**src/rtl/fpu_exc_if.sv**
```systemverilog
// Handshake and data bundle between an FPU datapath and the exception resolver.
// The master side produces operands and consumes results; the slave is the resolver.
interface fpu_exc_if;
    logic        in_valid;
    logic        in_ready;
    logic        op_sel;
    logic [31:0] op1;
    logic [31:0] op2;
    logic [31:0] raw_result;
    logic        out_valid;
    logic        out_ready;
    logic [31:0] result;
    logic        exc_flag;

    modport master (
        output in_valid, op_sel, op1, op2, raw_result, out_ready,
        input  in_ready, out_valid, result, exc_flag
    );

    modport slave (
        input  in_valid, op_sel, op1, op2, raw_result, out_ready,
        output in_ready, out_valid, result, exc_flag
    );
endinterface

```
**src/rtl/fpu_exc_resolve.sv**
```systemverilog
// Two-stage IEEE-754 single special-case resolver: S1 captures the bundle and operand
// classes, S2 holds the resolved result. Events feed sticky status flags.
module fpu_exc_resolve (
    input  logic       clk,
    input  logic       rst_n,
    fpu_exc_if.slave   bus,
    input  logic       clr_sticky,
    output logic       sticky_invalid,
    output logic       sticky_special,
    output logic       sticky_overflow
);

    // {nan, inf, zero}
    function automatic logic [2:0] classify(input logic [31:0] x);
        logic exp_ones;
        logic mant_zero;
        exp_ones  = (x[30:23] == 8'hFF);
        mant_zero = (x[22:0] == 23'h0);
        return {exp_ones & ~mant_zero, exp_ones & mant_zero, (x[30:0] == 31'h0)};
    endfunction

    logic        s1_valid;
    logic        s1_op_sel;
    logic        s1_sign1, s1_sign2;
    logic [2:0]  s1_cls1, s1_cls2;
    logic [31:0] s1_raw;

    logic        out_valid_q;
    logic [31:0] result_q;
    logic        exc_q;

    logic        s2_adv, s1_adv, load_s2;
    logic        nan1, inf1, zero1, nan2, inf2, zero2;
    logic [31:0] res_c;
    logic        exc_c, ev_inv, ev_spc, ev_ovf;

    assign s2_adv       = ~out_valid_q | bus.out_ready;
    assign s1_adv       = ~s1_valid | s2_adv;
    assign load_s2      = s2_adv & s1_valid;
    assign bus.in_ready = s1_adv;

    assign bus.out_valid = out_valid_q;
    assign bus.result    = result_q;
    assign bus.exc_flag  = exc_q;

    assign {nan1, inf1, zero1} = s1_cls1;
    assign {nan2, inf2, zero2} = s1_cls2;

    always_ff @(posedge clk or negedge rst_n) begin
        if (!rst_n) begin
            s1_valid  <= 1'b0;
            s1_op_sel <= 1'b0;
            s1_sign1  <= 1'b0;
            s1_sign2  <= 1'b0;
            s1_cls1   <= 3'b0;
            s1_cls2   <= 3'b0;
            s1_raw    <= 32'h0;
        end else if (s1_adv) begin
            s1_valid <= bus.in_valid;
            if (bus.in_valid) begin
                s1_op_sel <= bus.op_sel;
                s1_sign1  <= bus.op1[31];
                s1_sign2  <= bus.op2[31];
                s1_cls1   <= classify(bus.op1);
                s1_cls2   <= classify(bus.op2);
                s1_raw    <= bus.raw_result;
            end
        end
    end

    // Rules are checked in priority order; the first match wins.
    always_comb begin
        res_c  = s1_raw;
        exc_c  = 1'b0;
        ev_inv = 1'b0;
        ev_spc = 1'b0;
        ev_ovf = 1'b0;
        if (nan1 | nan2) begin
            res_c  = 32'hFFFF_FFFF;
            exc_c  = 1'b1;
            ev_inv = 1'b1;
        end else if (!s1_op_sel && inf1 && inf2 && (s1_sign1 != s1_sign2)) begin
            res_c  = 32'hFFFF_FFFF;
            exc_c  = 1'b1;
            ev_inv = 1'b1;
        end else if (s1_op_sel && ((zero1 && inf2) || (inf1 && zero2))) begin
            res_c  = 32'hFFFF_FFFF;
            exc_c  = 1'b1;
            ev_inv = 1'b1;
        end else if (!s1_op_sel && (inf1 || inf2)) begin
            res_c  = {(inf1 ? s1_sign1 : s1_sign2), 8'hFF, 23'h0};
            exc_c  = 1'b1;
            ev_spc = 1'b1;
        end else if (s1_op_sel && (inf1 || inf2)) begin
            res_c  = {s1_sign1 ^ s1_sign2, 8'hFF, 23'h0};
            exc_c  = 1'b1;
            ev_spc = 1'b1;
        end else begin
            ev_ovf = (s1_raw[30:23] == 8'hFF);
        end
    end

    always_ff @(posedge clk or negedge rst_n) begin
        if (!rst_n) begin
            out_valid_q <= 1'b0;
            result_q    <= 32'h0;
            exc_q       <= 1'b0;
        end else if (s2_adv) begin
            out_valid_q <= s1_valid;
            if (s1_valid) begin
                result_q <= res_c;
                exc_q    <= exc_c;
            end
        end
    end

    // An event arriving with clr_sticky wins, so no event is ever lost.
    always_ff @(posedge clk or negedge rst_n) begin
        if (!rst_n) begin
            sticky_invalid  <= 1'b0;
            sticky_special  <= 1'b0;
            sticky_overflow <= 1'b0;
        end else begin
            sticky_invalid  <= (sticky_invalid  & ~clr_sticky) | (load_s2 & ev_inv);
            sticky_special  <= (sticky_special  & ~clr_sticky) | (load_s2 & ev_spc);
            sticky_overflow <= (sticky_overflow & ~clr_sticky) | (load_s2 & ev_ovf);
        end
    end

endmodule

```
**src/flat_wrapper.sv**
```systemverilog
// flat-port wrapper written by rule: the top's interface ports become plain ports
module fpu_exc_resolve_flat 
  (clk, rst_n, clr_sticky, sticky_invalid, sticky_special, sticky_overflow, bus_in_valid, bus_op_sel, bus_op1, bus_op2, bus_raw_result, bus_out_ready, bus_in_ready, bus_out_valid, bus_result, bus_exc_flag);
  fpu_exc_if bus_i ();
  input  logic clk;
  input  logic rst_n;
  input  logic clr_sticky;
  output logic sticky_invalid;
  output logic sticky_special;
  output logic sticky_overflow;
  input wire logic [$bits(bus_i.in_valid)-1:0] bus_in_valid;
  input wire logic [$bits(bus_i.op_sel)-1:0] bus_op_sel;
  input wire logic [$bits(bus_i.op1)-1:0] bus_op1;
  input wire logic [$bits(bus_i.op2)-1:0] bus_op2;
  input wire logic [$bits(bus_i.raw_result)-1:0] bus_raw_result;
  input wire logic [$bits(bus_i.out_ready)-1:0] bus_out_ready;
  output wire logic [$bits(bus_i.in_ready)-1:0] bus_in_ready;
  output wire logic [$bits(bus_i.out_valid)-1:0] bus_out_valid;
  output wire logic [$bits(bus_i.result)-1:0] bus_result;
  output wire logic [$bits(bus_i.exc_flag)-1:0] bus_exc_flag;
  assign bus_i.in_valid = bus_in_valid;
  assign bus_i.op_sel = bus_op_sel;
  assign bus_i.op1 = bus_op1;
  assign bus_i.op2 = bus_op2;
  assign bus_i.raw_result = bus_raw_result;
  assign bus_i.out_ready = bus_out_ready;
  assign bus_in_ready = bus_i.in_ready;
  assign bus_out_valid = bus_i.out_valid;
  assign bus_result = bus_i.result;
  assign bus_exc_flag = bus_i.exc_flag;
  fpu_exc_resolve u_core (.clk(clk), .rst_n(rst_n), .bus(bus_i), .clr_sticky(clr_sticky), .sticky_invalid(sticky_invalid), .sticky_special(sticky_special), .sticky_overflow(sticky_overflow));
endmodule
```
**config.mk**
```make
export PLATFORM = sky130hd
export DESIGN_NAME = fpu_exc_resolve_flat
export DESIGN_NICKNAME = d
export VERILOG_FILES = /design/src/rtl/fpu_exc_if.sv /design/src/rtl/fpu_exc_resolve.sv /design/src/flat_wrapper.sv
export SDC_FILE = /design/constraint.sdc
export NUM_CORES = 1
export LEC_CHECK = 0
export BUFFER_PORTS_ARGS = -buffer_cell sky130_fd_sc_hd__buf_2
export CORE_UTILIZATION = 43
export DETAILED_ROUTE_END_ITERATION = 8
export GPL_ROUTABILITY_DRIVEN = 0
export PLACE_DENSITY = 0.76
export RECOVER_POWER = 50
export SLEW_MARGIN = 20
export SYNTH_ARGS = -nofsm -noshare
export SYNTH_HDL_FRONTEND = slang
export SYNTH_SLANG_ARGS = --single-unit
```
**constraint.sdc**
```tcl
create_clock -name clk -period 1.5 [get_ports clk]
set_input_delay 0.3 -clock clk [delete_from_list [all_inputs] [get_ports clk]]
set_output_delay 0.3 -clock clk [all_outputs]
set_load 0.005 [all_outputs]
```
==> impl_metrics.ini, run 1 <==
[run_status]
violations = negative setup slack
outcome = finished, violations left

[clocking]
htreeDepth = 3
cts.sinks = 79
clk_latency_ns = 0.34
cts_tree = built
path_clk_slew_ns = 0.08
cts_root_buffer = clkbuf_8
cts_inserted_buffers = 9
clockBufferDepth = 2

[floorplan]
dieArea_mm2 = 0.00805
design.core.area_mm2 = 0.00733
die_x_um = 89.7
ios = 140
rows = 31
start_util_pct = 45.2
die_height_um = 89.7

[synth]
ys_ff_latch = 79
ys_seq_area_share_pct = 59.7
avgSynthCellArea_um2 = 11.1
yosysUniqueCellTypes = 32
synth_area_mm2 = 0.00331
syn_inst = 298
ys_warn_count = 0
syn_nets = 400

[worst_setup_path]
reg2reg_depth = 6
crit_slowest_cell = dfrtp_1
cp-start-kind = register
crit_arrival_ns = 1.78
cp.depth = 6
cp_top_family = flip-flops
critPathMaxStageDelay_ns = 0.43
crit_chain = xnor2_2 > nor3_4 > nor4_4 > buf_4 > buf_6 > a21oi_1
crit_fanout = 6
cp.required_ns = 1.73
cp_num_buf_inv = 2
path_class = reg -> reg
worst_setup_path_end_kind = register

[timing]
slew_headroom_pct = 66.1
setup-violations-final = 12
rsz0062_at_grt = true
fin_skew_ns = 0.00651
slew_viol_final = 0
tightest_slew_ns = 0.508
fin_crit_ns = 1.55
fmax_mhz = 645
finalHoldViolations = 0
fin_crit_sh_pct = 103
setup_tns_ns = -0.516
worst_slack_ns = -0.0513

[pwr]
ir_worst_vdd_uv = 536
pwr_density_cell_mw_per_mm2 = 1130
power.leakage_nw = 2.21

[drt]
drc = 0
viasPerCell = 5.09
num_vias = 2848
wirelength_um = 8130
antenna_left = 0
dr.pass1.iters = 4
drt_iter0_markers = 71
wire_per_inst_um = 14.5

[placement]
hpwl_um = 6020
place_area_mm2 = 0.00425
portBuffers = 139

[layout]
design_area_mm2 = 0.00452
nets = 559
ff_latch_area_mm2 = 0.00198
syn2layout_area_growth_pct = 36.5
n_fill_cell = 641
multi_input_area_mm2 = 0.00131
drive_gt1_share_pct = 49.6
n_antenna_cell = 0

[global_routing]
grt_usage_pct = 20.6
first_global_vias = 2833
grt_pass1_wl_um = 13000
grt_overflow_total = 0
grt_max_degree = 38
antenna_found_initial = 0

[job]
max_cap_viol_count = 0

[min_path]
hold_class = in -> reg
hold_depth = 2
what timing repair did:
action / 4_1_cts / 5_1_grt
resized for setup: 0 / 21
buffers inserted: 0 / 4
endpoints found under the hold margin: 15 / 0
hold buffers: 1 / 0
setup endpoints to repair: 0 / 36
where the power goes:
| group | switching, mW | leakage (nW) | total, mW | internal (mW) |
|---|---|---|---|---|
| Sequential | 0.201 | 0.931 | 2.66 | 2.46 |
| Combinational | 0.486 | 1.19 | 1.05 | 0.566 |
| Clock | 0.724 | 0.0914 | 1.40 | 0.674 |
stage by stage:
| stage | power, mW | cells | setup WS, ns | hold slack, ns | utilization (%) |
|---|---|---|---|---|---|
| finish | 5.11 | 559 | -0.0513 | 0.179 | 61.7 |
| global route | 5.39 | 559 | -0.0943 | 0.171 | 61.7 |
| CTS | 5.09 | 554 | 0.00964 | 0.170 | 60.5 |
| detailed placement | 3.70 | 539 | 0.0213 | 0.188 | 58.0 |
| global placement | 3.64 | 539 | 0.0637 | 0.188 | 58.0 |
| floorplan | 3.14 | 298 | 0.0571 | 0.00441 | - |
logic make-up (layout without fill, tap and decap cells):
group / Yosys count / in the layout / synth area share (%)
compound gates: 38 / 38 / 7.14
xor+xnor: 1 / 1 / 0.265
buf+inv: 16 / 178 / 2.65
flops: 79 / 79 / 59.7
mux: 35 / 35 / 11.9
simple gates: 129 / 129 / 18.3
Yosys cell counts:
cell type  count  area, µm²
a22oi_1        1       7.51
buf_1          1       3.75
a211o_1        1       8.76
nor2_1        30        113
or3b_2         1       8.76
inv_1          1       3.75
o21ai_0        1       5.00
clkbuf_1       6       22.5
nand3b_1       1       7.51
nand3_1        9       45.0
or2_2          2       12.5
o2bb2ai_1      1       8.76
mux2_2        35        394
nor4_4         1       21.3
nor4_1        14       87.6
buf_6          2       22.5
o41ai_1        2       17.5
o21ai_2        1       8.76
and2_1         1       6.26
nand2_1       50        188
a22o_2         2       20.0
buf_2          4       20.0
nor2b_1        1       6.26
buf_4          2       15.0
a22o_1         4       35.0
a21oi_1       25        125
nand4_1        8       50.1
dfrtp_1       79       1980
nand2b_1       3       18.8
or2b_1         1       7.51
nor3_1         7       35.0
xnor2_1        1       8.76
layout by cell type (no fill, tap or decap), types with 6 or more instances in the layout:
cell / count
nand4_1: 8
clkbuf_8: 11
a21oi_2: 6
nand3_1: 9
nor4_1: 14
mux2_2: 35
nor3_1: 6
nor2_1: 29
a21oi_1: 19
buf_4: 11
dfrtp_1: 78
nand2_1: 48
buf_2: 137
metal layers:
metal	GRT usage [%]	wire, µm	vias to the layer above
li1	-	-	1367
met1	25.5	3360	1358
met2	35.4	4220	113
met3	4.65	452	10
met4	7.24	97	0
met5	0	0	-
flip-flops by register name, summed over array words and instances, names as in the netlist, 3 cells and up:
| signal | cells |
|---|---|
| u_core.bus.result | 32 |
| u_core.s1_cls2 | 3 |
| u_core.s1_raw | 32 |
| u_core.s1_cls1 | 3 |
area by class of cell:
class	instances	share of cell area (%)
well taps	99	2.74
flip-flops and latches	79	43.8
repair buffers	163	20.7
clock buffers	11	3.35
inverters	1	0.0830
multi-input cells	203	29.0
clock inverters	3	0.415
final timing paths:
path                                startpoint               endpoint  slack [ns]
hold reg to reg            u_core.bus.exc_flag    u_core.bus.exc_flag        0.48
setup / recovery               u_core.s1_sign2  u_core.bus.result[17]       -0.05
setup reg to reg               u_core.s1_sign2  u_core.bus.result[17]       -0.05
hold / removal                    bus_in_valid        u_core.s1_valid        0.18
min in group asynchronous                rst_n      u_core.s1_raw[20]        0.35
max in group asynchronous                rst_n      u_core.s1_cls1[1]        0.32
Power figures use the tool's default switching activity.
==> run 2: changes to the inputs <==
--- a/config.mk
+++ b/config.mk
@@ -6,10 +6,14 @@
 export NUM_CORES = 1
 export LEC_CHECK = 0
 export BUFFER_PORTS_ARGS = -buffer_cell sky130_fd_sc_hd__buf_2
-export CORE_UTILIZATION = 43
+export CELL_PAD_IN_SITES_DETAIL_PLACEMENT = 0
+export CELL_PAD_IN_SITES_GLOBAL_PLACEMENT = 1
+export CORE_ASPECT_RATIO = 0.75
+export CORE_MARGIN = 2
+export CORE_UTILIZATION = 32
 export DETAILED_ROUTE_END_ITERATION = 8
 export GPL_ROUTABILITY_DRIVEN = 0
-export PLACE_DENSITY = 0.76
+export PLACE_DENSITY_LB_ADDON = 0.1
 export RECOVER_POWER = 50
 export SLEW_MARGIN = 20
 export SYNTH_ARGS = -nofsm -noshare
==> run 2 against run 1 <==
  * The flow now finishes without violations
  * Sequential share of layout area is 2.0 points lower
  * Core utilization down 15 points
  * Via count down 2.4%
  * Critical path type unchanged
  * Largest cell class unchanged
  * Highest routed layer unchanged
==> impl_metrics.ini, run 2 (synthesis results as in run 1) <==
[drt]
drc = 0
drt_iter0_markers = 113
antenna_left = 0
num_vias = 2781
viasPerCell = 4.67
dr.pass1.iters = 4
wirelength_um = 8640
wire_per_inst_um = 14.5

[clocking]
cts.sinks = 79
htreeDepth = 3
cts_hold_buf = 0
clk_latency_ns = 0.33
cts_inserted_buffers = 9
clockBufferDepth = 2
cts_tree = built
cts_root_buffer = clkbuf_16
path_clk_slew_ns = 0.06

[placement]
dp.cells = 574
dp_slack_ns = 0.0323
hpwl_um = 6040
portBuffers = 139

[floorplan]
ios = 140
design.core.area_mm2 = 0.0102
dieArea_mm2 = 0.0112
die_x_um = 121
rows = 32
die_height_um = 92.1
start_util_pct = 32.6

[run_status]
outcome = completed

[worst_setup_path]
critPathMaxStageDelay_ns = 0.37
r2r_start = u_core.s1_cls2[2]
crit_slowest_cell = dfrtp_1
crit_arrival_ns = 1.67
cp-start-kind = register
cp_num_buf_inv = 2
cp-startpoint = u_core.s1_cls2[2]
crit_chain = or2_2 > nor4_4 > buf_6 > clkbuf_16 > a21oi_1
crit_fanout = 7
worst_setup_path_end_kind = register
cp.required_ns = 1.72
cp_top_family = simple AND/OR/NAND/NOR gates
path_class = reg -> reg

[layout]
fin_cells = 596
n_antenna_cell = 0
layout_common_cells = 134 x buf_2, 77 x dfrtp_1, 47 x nand2_1, 35 x mux2_2, 29 x nor2_1
final_common_cell = buf_2
finalCoreUtilization_pct = 46.6
drive_gt1_share_pct = 48.5
nets = 557
syn2layout_area_growth_pct = 43.2

[job]
max_cap_viol_count = 0

[timing]
slew_viol_final = 0
worst_slack_ns = 0.0447
whs_ns = 0.191
setup-violations-final = 0
slew_headroom_pct = 27.8
fin_skew_ns = 0.00567
finalHoldViolations = 0
tightest_slew_ns = 1.08
fin_crit_sh_pct = 97.0
fmax_mhz = 687
fin_crit_ns = 1.46

[pwr]
p_total_mw = 5.94
pwr_density_cell_mw_per_mm2 = 1250
ir_worst_vdd_uv = 459
power.leakage_nw = 2.29

[min_path]
worstHoldStart = bus_in_valid
hold_class = in -> reg

[global_routing]
first_global_vias = 2712
grt_max_degree = 80
grt_pass1_wl_um = 13400
grt_overflow_total = 0
antenna_found_initial = 0
grt_usage_pct = 15.7
[run 2: cell types whose count changed in the layout (fill, tap and decap cells not counted), sizes merged]
| cell | change |
|---|---|
| clkinv | -2 |
| clkbuf | +7 |
| dlygate4sd3 | -1 |
| bufinv | +1 |
| buf | -5 |
| clkinvlp | +1 |
| inv | -1 |
[run 2: path summary, 6_finish.rpt]
kind | slack [ns] | end | cells past startpoint
worst max-delay path | 0.04 | u_core.bus.result[20] | 5
worst min-delay path | 0.19 | u_core.s1_valid | 2
worst max register to register | 0.04 | u_core.bus.result[20] | 5
worst min register to register | 0.47 | u_core.bus.exc_flag | 2
max in group asynchronous | 0.46 | u_core.s1_cls1[1] | 2
min in group asynchronous | 0.31 | u_core.bus.exc_flag | 2
[run 2: routing by layer]
metal,global-route usage [%],vias to the layer above,part of all wire (%)
met3,4.91,10,7.5
met5,0,-,0
met2,23.6,94,45
li1,-,1363,-
met4,4.89,0,1.1
met1,21.5,1314,46
[run 2: power breakdown]
part	switching (mW)	internal (mW)	leakage, nW
clock network	0.818	1.43	0.149
registers	0.188	2.46	0.930
logic	0.472	0.568	1.22
total	1.48	4.46	2.29
[run 2: layout make-up]
cell class / count / area, µm²
Inverter: 1 / 3.75
Timing Repair Buffer: 161 / 976
Tap cell: 136 / 170
Sequential cell: 79 / 1980
Multi-Input combinational cell: 203 / 1300
Clock buffer: 14 / 274
Clock inverter: 2 / 37.5
Fill cell: 1034 / 5430
[run 2: stage by stage]
step | setup TNS (ns) | instance area, µm²
6_report | 0 | 4740
5_1_grt | -0.214 | 4740
3_3_place_gp | 0 | 4310
4_1_cts | 0 | 4620
2_1_floorplan | 0 | 3310
3_5_place_dp | 0 | 4310
[run 2: what timing repair did]
action / CTS / global route
setup buffers: 0 / 4
resized for setup: 0 / 14
setup endpoints to repair: 0 / 26
==> run 3: changes to the inputs <==
--- a/config.mk
+++ b/config.mk
@@ -9,8 +9,8 @@
 export CELL_PAD_IN_SITES_DETAIL_PLACEMENT = 0
 export CELL_PAD_IN_SITES_GLOBAL_PLACEMENT = 1
 export CORE_ASPECT_RATIO = 0.75
-export CORE_MARGIN = 2
-export CORE_UTILIZATION = 32
+export CORE_MARGIN = 4
+export CORE_UTILIZATION = 36
 export DETAILED_ROUTE_END_ITERATION = 8
 export GPL_ROUTABILITY_DRIVEN = 0
 export PLACE_DENSITY_LB_ADDON = 0.1
==> constraint.sdc (replaced) <==
create_clock -name clk -period 1.6 [get_ports clk]
set_input_delay 0.32 -clock clk [delete_from_list [all_inputs] [get_ports clk]]
set_output_delay 0.32 -clock clk [all_outputs]
set_load 0.005 [all_outputs]
==> run 3 against run 2 <==
  * Setup slack better by 0.0038 ns
  * Register-to-register slack hardly changed
  * Combinational power is 11% lower
  * First-iteration DRC count is 4.4% higher
  * Core utilization is 3.9 points higher
  * Count of clock-buffer cells in the layout is 5 lower
  * Non-clock buffer count is 5 lower
==> impl_metrics.ini, run 3 (synthesis results as in run 1) <==
[timing]
slew_viol_final = 0
fin_skew_ns = 0.00566
fmax_mhz = 645
finalHoldViolations = 0
setup-violations-final = 0
slew_headroom_pct = 29.1
fin_crit_sh_pct = 97.0
tightest_slew_ns = 1.06
fin_crit_ns = 1.55

[layout]
drive_gt1_share_pct = 47.0
finalCoreUtilization_pct = 50.5
design_area_mm2 = 0.00455
multi_input_area_mm2 = 0.00125
n_antenna_cell = 0
n_fill_cell = 850
final_common_cell = buf_2
nets = 552
syn2layout_area_growth_pct = 37.3
ff_latch_area_mm2 = 0.00198
layout_common_cells = 136 x buf_2, 79 x dfrtp_1, 49 x nand2_1, 35 x mux2_2, 29 x nor2_1

[floorplan]
die_x_um = 119
dieArea_mm2 = 0.0108
start_util_pct = 36.7
die_height_um = 91.1
rows = 30
ios = 140
design.core.area_mm2 = 0.00901

[worst_setup_path]
ff2ff_setup_slack_ns = 0.05
worst_setup_path_end_kind = register
crit_arrival_ns = 1.77
cp-start-kind = register
path_class = reg -> reg
crit_fanout = 13
cp.required_ns = 1.82

[drt]
drc = 0
num_vias = 2716
viasPerCell = 4.79
wirelength_um = 8260
drt_iter0_markers = 118
wire_per_inst_um = 14.6
dr.pass1.iters = 4
antenna_left = 0

[clocking]
cts.sinks = 79
path_clk_slew_ns = 0.06
cts_tree = built
clockBufferDepth = 2
ctsResizeCount = 0
htreeDepth = 3
cts_inserted_buffers = 9
cts_hold_buf = 0
post_cts_buffers = 0
clk_latency_ns = 0.34
cts_root_buffer = clkbuf_16

[global_routing]
grt_overflow_total = 0
grt_pass1_wl_um = 13400
grt_usage_pct = 15.8
antenna_found_initial = 0
grt_util_met1_pct = 20.4
first_global_vias = 2774
met2_usage_pct = 23.7
grt_util_met3_pct = 7.41
top_usage_layer = met2
grt_max_degree = 80

[placement]
hpwl_um = 5820
place_area_mm2 = 0.00422
portBuffers = 139

[run_status]
outcome = completed

[pwr]
ir_worst_vdd_uv = 472
p_total_mw = 5.30
power.leakage_nw = 2.21
pwr_density_cell_mw_per_mm2 = 1170

[job]
max_cap_viol_count = 0

[min_path]
hold_class = in -> reg
[run 3: cell types whose count changed in the layout (fill, tap and decap cells not counted), moves of 2 or more]
cell and delta:
clkbuf_1 -5, buf_4 +3, buf_6 -3, clkbuf_8 -3
buf_12 -2, buf_2 +2, clkinv_4 +2, dfrtp_1 +2
dfrtp_2 -2, nand2_1 +2
[run 3: final timing paths]
check,from,endpoint,cells past startpoint
max,u_core.s1_cls2[1],u_core.sticky_special,8
max in group asynchronous,rst_n,u_core.bus.out_valid,2
max reg2reg,u_core.s1_cls2[1],u_core.sticky_special,8
min reg2reg,u_core.s1_cls2[2],u_core.s1_cls2[2],2
min in group asynchronous,rst_n,u_core.bus.result[27],2
min,bus_raw_result[30],u_core.s1_raw[30],2
[run 3: routing by layer]
metal  part of all wire, %  routed length, µm  vias up
met4                  0.99                 82        0
met3                   8.1                670        8
met1                    46               3770     1263
met2                    45               3740       95
met5                     0                  0        -
li1                      -                  -     1350
[run 3: worst max-delay path: stages, from the launching register on]
cell	delay (ns)
dfrtp_1	0.35
buf_4	0.14
nand2_1	0.05
nor3_1	0.16
buf_4	0.15
nor4_4	0.04
buf_4	0.15
clkbuf_16	0.17
a22o_2	0.22
[run 3: per-stage QoR]
stage	instances	setup TNS (ns)	hold WS [ns]	worst slack (ns)
after CTS	562	0	0.00837	0.111
after floorplan	298	0	0.0244	0.157
after detailed placement	546	0	0.380	0.121
after global routing	567	-0.00635	0.201	-0.00585
final	567	0	0.212	0.0485
after global placement	546	0	0.378	0.146
[run 3: area by class of cell]
cell class	instances	share of cell area, %
Clock buffer	9	4.95
Clock inverter	7	1.27
Inverter	1	0.0826
Multi-Input combinational cell	203	27.5
Sequential cell	79	43.5
Tap cell	112	3.08
Timing Repair Buffer	156	19.6
[run 3: power by group]
group          leakage, nW  internal [mW]  switching [mW]
sequential           0.932           2.31           0.169
clock                0.134           1.07           0.836
combinational         1.14          0.501           0.420
total                 2.21           3.88            1.43
